<file path="config.mk">
export PLATFORM = sky130hd
export DESIGN_NAME = rv32_exec_slice
export DESIGN_NICKNAME = d
export VERILOG_FILES = /design/src/rtl/rv32_exec_slice.sv
export SDC_FILE = /design/constraint.sdc
export NUM_CORES = 2
export LEC_CHECK = 0
export ABC_AREA = 1
export BUFFER_PORTS_ARGS = -buffer_cell sky130_fd_sc_hd__buf_2
export CORE_AREA = 2 2 431 433
export DETAILED_ROUTE_END_ITERATION = 12
export DIE_AREA = 0 0 433 435
export PLACE_DENSITY = 0.6
export SYNTH_ARGS = -nofsm -noshare
export SYNTH_HDL_FRONTEND = slang
export SYNTH_SLANG_ARGS = --single-unit
</file>
<file path="constraint.sdc">
create_clock -name clk -period 7.85 [get_ports clk]
set_input_delay 1.1775 -clock clk [delete_from_list [all_inputs] [get_ports clk]]
set_output_delay 1.1775 -clock clk [all_outputs]
set_load 0.02 [all_outputs]
</file>
<file path="src/rtl/rv32_exec_slice.sv">
`default_nettype none
// ============================================================================
// Module  : rv32_exec_slice
// Brief   : RV32 execution slice: 32x32 regfile, one-hot ALU, 3:8 decoder.
// Revision: 1.0
// ============================================================================
module rv32_exec_slice #(
  parameter int XLEN  = 32,
  parameter int NREGS = 32,
  parameter int OPW   = 10
) (
  input  logic            clk,
  input  logic            reset,
  input  logic            wen,
  input  logic [4:0]      waddr,
  input  logic [XLEN-1:0] wdata,
  input  logic [4:0]      raddr1,
  output logic [XLEN-1:0] rdata1,
  input  logic [4:0]      raddr2,
  output logic [XLEN-1:0] rdata2,
  input  logic [XLEN-1:0] alu_src1,
  input  logic [XLEN-1:0] alu_src2,
  input  logic [OPW-1:0]  alu_op,
  output logic [XLEN-1:0] alu_result,
  input  logic [2:0]      dec_in,
  output logic [7:0]      dec_out
);

  localparam int c_SHAMT_W = $clog2(XLEN);

  logic [XLEN-1:0] r_regs [NREGS];

  always_ff @(posedge clk) begin
    if (reset) begin
      for (int i = 0; i < NREGS; i++) begin
        r_regs[i] <= '0;
      end
    end else if (wen && (waddr != 5'd0)) begin
      r_regs[waddr] <= wdata;
    end
  end

  // No write bypass: a same-cycle write becomes visible only after the edge.
  assign rdata1 = (raddr1 == 5'd0) ? '0 : r_regs[raddr1];
  assign rdata2 = (raddr2 == 5'd0) ? '0 : r_regs[raddr2];

  logic [c_SHAMT_W-1:0] w_shamt;
  logic [XLEN-1:0]      w_op_res [OPW];
  logic [XLEN-1:0]      w_result;

  assign w_shamt = alu_src2[c_SHAMT_W-1:0];

  always_comb begin
    for (int i = 0; i < OPW; i++) begin
      w_op_res[i] = '0;
    end
    w_op_res[0] = alu_src1 + alu_src2;
    w_op_res[1] = alu_src1 - alu_src2;
    w_op_res[2] = alu_src1 & alu_src2;
    w_op_res[3] = alu_src1 | alu_src2;
    w_op_res[4] = alu_src1 ^ alu_src2;
    w_op_res[5] = alu_src1 << w_shamt;
    w_op_res[6] = alu_src1 >> w_shamt;
    w_op_res[7] = XLEN'($signed(alu_src1) >>> w_shamt);
    w_op_res[8] = {{(XLEN-1){1'b0}}, ($signed(alu_src1) < $signed(alu_src2))};
    w_op_res[9] = {{(XLEN-1){1'b0}}, (alu_src1 < alu_src2)};
  end

  // Each select bit gates its own result; multiple selects simply OR together.
  always_comb begin
    w_result = '0;
    for (int i = 0; i < OPW; i++) begin
      w_result = w_result | (w_op_res[i] & {XLEN{alu_op[i]}});
    end
  end

  assign alu_result = w_result;

  for (genvar g = 0; g < 8; g++) begin : g_dec
    assign dec_out[g] = (dec_in == 3'(g));
  end

endmodule
`default_nettype wire

</file>
* Word level (Yosys, flattened, before mapping)
Memory sizes are Yosys's and may differ from the RTL's.
Index checks and enable logic that the tools add are counted.
Widths: inputs -> output; s select.
** Cells by class
- Equal/unequal tests :: 7
- Reductions and logical operators :: 6
- Add/subtract/negate cells :: 2
- Muxes and demuxes :: 10
- Bitwise gates (word level) :: 22
- $lt $le $gt $ge :: 2
- Shift operators :: 3
** Operators with widths (number)
- $or 32x32->32 :: 10
- $and 32x32->32 :: 9
- $mux 32 :: 3
- $and 1x32->32 :: 2
- $lt 32x32->1 :: 2
- $add 32x32->32 :: 1
- $reduce_or 32->1 :: 1
- $shl 32x5->32 :: 1
- $shr 32x5->32 :: 1
- $sshr 32x5->32 :: 1
- $sub 32x32->32 :: 1
- $xor 32x32->32 :: 1
- $eq 3x3->1 const B :: 4
- $logic_not 5->1 :: 2
- $eq 3x2->1 const B :: 2
- $mux 1 :: 6
- $mux 5 :: 1
- $reduce_bool 5->1 :: 1
- $eq 3x1->1 const B :: 1
- $logic_not 3->1 :: 1
- $logic_and 1x1->1 :: 1
** Storage, ports and cells
- Output and inout bits :: 104
- RAM bits :: 1024
- Input bits :: 127
- Bits in registers :: 0
- Memories :: 1
** Memories
- r_regs :: words 32, bits a word 32, read ports 2, clocked after memory_dff 0, wr ports 32, RTL line 31 : logic [XLEN-1:0] r_regs [NREGS];

* Longest topological paths before layout
- Word-level depth :: 11
- Mapped depth :: 17
- Depth with buffers taken out :: 16

* Least setup slack after synthesis
OpenSTA, ideal clock, no wires.
- Kind :: input to output
- Start point :: input alu_src2[4]
- End point :: output alu_result[29]
- Data arrival time :: 3.075 ns
- Data required time :: 6.673 ns
- Buffers on the path :: 2
- Cell stages on the path :: 16
- Path slack :: 3.598 ns
- Cell sequence :: buf_2 -> buf_2 -> clkinv_1 -> ha_1 -> inv_1 -> nand2_1 -> nand2_1 -> inv_1 -> nand3_1 -> nand2_1 -> nand3_1 -> nand2_1 -> nand2_1 -> nand2_1 -> nand3_1 -> nand3_1
** Between the ends
- Longest elaborated chain between the ends :: 11
- Elaborated cells on any way between the ends :: 19
** RTL lines
- start, declared :: RTL line 22 : input logic [XLEN-1:0] alu_src2,
- $add 32x32->32 or $sub 32x32->32 (tied branches) :: RTL line 57, 58
- $and 32x32->32 :: RTL line 73 : w_result = w_result | (w_op_res[i] & {XLEN{alu_op[i]}});
- $or 32x32->32 (6 in series) :: RTL line 73
- $or 32x32->32 * (3 in series) :: RTL line 73
- end, declared :: RTL line 24 : output logic [XLEN-1:0] alu_result,
Mark *: on every way between the ends. The rest lies on a longest branch, timed or not.

* Worst setup path in the final report
- Start point :: input raddr1[0]
- End point :: output rdata1[11]
** Between the ends
- Longest elaborated chain between the ends :: 2
- Elaborated cells on any way between the ends :: 3
** RTL lines
- start, declared :: RTL line 17 : input logic [4:0] raddr1,
- $mem_v2 32x32 or $logic_not 5->1 (tied branches)
- $mux 32 * :: RTL line 44 : assign rdata1 = (raddr1 == 5'd0) ? '0 : r_regs[raddr1];
- end, declared :: RTL line 18 : output logic [XLEN-1:0] rdata1,
Marks and branches as above.

==> impl_results.md <==
- Final Hold Viols: 0
- Crit path capture: rdata1[11]
- Max Freq: 0.168 GHz
- Final WL: 288000 microns
- DRT antenna net count: 0
- Synth area leader: edfxtp_1
- Initial DRC count: 9843
- HPWL reported at the end of detailed placement: 169000 microns
- Psw: 4350 uW
- Initial Utilization: 34.8%
- PortBufs: 230
- Avg Cell Area, Syn: 7.80 sq um
- Longest Clk Path Bufs: 3
- WL/cell: 27.3 microns
- P per Cell Area: 200 nW/um^2
- Top Registers: r_regs: 1024 flops
- Count leader, synth: nor2_1
- Fin crit share: 75.8%
- Max transition margin: 11.9%
- Synth top area cells: edfxtp_1 48%, nor2_1 14%, o21ai_0 8.6%, nand2_1 5.8%, nand3_1 5.1%
- Unrepaired setup endpoints after global routing: false
- Final net count: 8210
- Synth Flop Type: edfxtp_1
- First-pass GRT wire length: 409000 microns
- Setup Viol. Count Final: 0
- Layout cells sized above 1: 7.13%
- Cell Area, Synth: 64100 sq um
- Clock power frac: 35.1%
- Total core area: 184000 sq um
- Leakage: 0.0270 uW
- Initial antenna violation count: 7
- Internal: 9660 uW
- Synth Area in Simple Gates: 25.4%
- Setup TNS: 0 ns
- Clock sink total: 1024
- Number of remaining DRC errors: 0
- Largest net degree at the start of global routing: 281
- Post-cts sizing count: 0
- Total chip power: 14000 uW
- Grt ovf: 0
- Async SR Flop Fraction: 0%
- Slew at the pin closest to its max-slew limit: 1.32 ns
- XOR/XNOR share of the synthesized area: 0.0137%
- Yosys warnings: 0
- # rows: 158
- P&R area growth vs syn: 9.06%
- Register area share after synthesis: 48.0%
- Post-CTS Setup Bufs: 0
- Worst setup SP type: input port
- Number of buffers created by CTS: 104
- DR pass1 iterations: 6
- Post-synthesis mux area share: 0%
- Status: finished, final reports clean
- Max reg flops: 1024
- Most flops, register: r_regs
- Post-Synth Adder-Cell Area: 1.96%
- H-Tree Depth: 3
- Setup WS pre-CTS: 2.12 ns
- Top fanout value on the critical path: 183
- Vias per cell: 6.11
- Post-synth cell types: 44
- CTS tree: yes
- GP Congestion: 1.02
- Tmin final: 5.95 ns
- FF+latch count, synth: 1024
- Main combinational cell family by area after synthesis: simple AND/OR/NAND/NOR gates
- Vias: 64500
- Leading post-synthesis cells by instance count: 2331 x nor2_1, 1095 x o21ai_0, 1024 x edfxtp_1
- Die area: 188000 sq um
- Cells after Synth: 8217
- IR drop worst, VDD: 0.000200 V
- Crit path DAT: 4.78 ns
- Number of global-route vias before repair: 60800
- Worst Path Class, Setup: input port to output pin
- Seq pwr share: 46.2%
- Final Max Slew Viols: 0
- Max-cap viol count: 0
- Final setup margin: 1.90 ns
- Clock slew at reported path FFs: 0.06 ns
- CP startpoint: raddr1[0]
- Min-Delay Path Class: input port to register
- Synth Area in Compound Gates: 17.3%
- Endpoint class of the critical path: output pin
- Hold buffers post-CTS: 0
- Share of Yosys cell area claimed by the top area cell type: 48.0%
- Switch share: 31.0%
- Chip height: 435 microns
- Critical path required time: 6.67 ns
- Ports: 231
- CTS root buffer: clkbuf_16
- GRT Overall Usage: 29.2%
- Comb pwr share: 18.8%
- Die Wd: 433 microns
- EDFF count, synth: 1024
[critical path, stage by stage]
cell	delay [ns]
buf_8	0.19
inv_8	0.71
buf_12	0.71
o21ai_0	0.17
o22ai_1	0.18
nand2_1	0.08
a21oi_1	0.17
nor2_1	0.10
nor2_1	0.60
buf_2	0.29
[worst min path at each step]
stage / from / depth (start not counted) / slack [ns] / to
after CTS: wdata[24] / 4 / 1.04 / r_regs[26][24]
after global routing: wdata[24] / 4 / 1.09 / r_regs[31][24]
after global placement: wdata[24] / 4 / 1.80 / r_regs[1][24]
final: wdata[8] / 4 / 1.08 / r_regs[29][8]
after detailed placement: wdata[24] / 4 / 1.81 / r_regs[6][24]
after floorplan: wdata[31] / 2 / 1.42 / r_regs[1][31]
[metrics by stage]
stage                     instances  utilization, %  cell area, sq um  hold slack [ns]
final                         10500            38.0             69900             1.08
after global routing          10500            38.0             69900             1.09
after CTS                     10500            38.0             69900             1.04
after detailed placement      10400            36.2             66700             1.81
after global placement        10400            36.2             66700             1.80
after floorplan                8248               -             64200             1.42
[cell usage in the layout (no fill, tap or decap), types with 26 or more instances in the layout]
| cell type | synthesis | layout |
|---|---|---|
| conb_1 | 1 | 32 |
| o21ai_0 | 1095 | 1095 |
| buf_4 | 22 | 121 |
| nor3_1 | 31 | 31 |
| o22ai_1 | 124 | 124 |
| ha_1 | 97 | 97 |
| buf_2 | 235 | 220 |
| edfxtp_1 | 1024 | 1024 |
| o221ai_1 | 343 | 343 |
| clkinv_1 | 2 | 28 |
| inv_1 | 396 | 391 |
| nand3_1 | 656 | 653 |
| a21oi_1 | 201 | 201 |
| nand2_1 | 993 | 932 |
| clkbuf_16 | 0 | 108 |
| o21ai_1 | 66 | 66 |
| o211ai_1 | 36 | 36 |
| nand2_2 | 1 | 59 |
| nor2_1 | 2331 | 2331 |
| clkbuf_1 | 426 | 26 |
[logic make-up after synthesis]
logic type,Yosys count
adder cells (fa/ha/maj),99
AO/OA/AOI/OAI,1894
AND/OR/NAND/NOR,4066
flip-flops,1024
XOR/XNOR,1
other,1
buffers and inverters,1132
[power groups by stage]
| stage | Combinational (uW) | Clock, uW | Sequential [uW] |
|---|---|---|---|
| 6_report | 2630 | 4910 | 6470 |
| 2_1_floorplan | 1560 | 0 | 6530 |
| 3_5_place_dp | 2530 | 0 | 6570 |
| 5_1_grt | 2780 | 5120 | 6500 |
| 3_3_place_gp | 2510 | 0 | 6560 |
| 4_1_cts | 2540 | 4920 | 6460 |
[layer usage]
layer / global-route usage [%] / wire length, microns / vias to the layer above
met2: 45.2 / 127000 / 4973
met4: 18.4 / 20100 / 8
met1: 37.3 / 105000 / 30700
li1: - / - / 27800
met3: 5.89 / 35500 / 1017
met5: 0 / 39 / -
[layout make-up]
type | instances | area [sq um]
diodes | 5 | 12.5
clock buffers | 134 | 2800
clock inverters | 51 | 430
fillers | 18700 | 114000
inverters | 405 | 1570
multi-input cells | 6092 | 28900
flip-flops and latches | 1024 | 30700
well taps | 2480 | 3100
repair buffers | 357 | 2290
No activity file was read; power rests on OpenSTA's default activity.
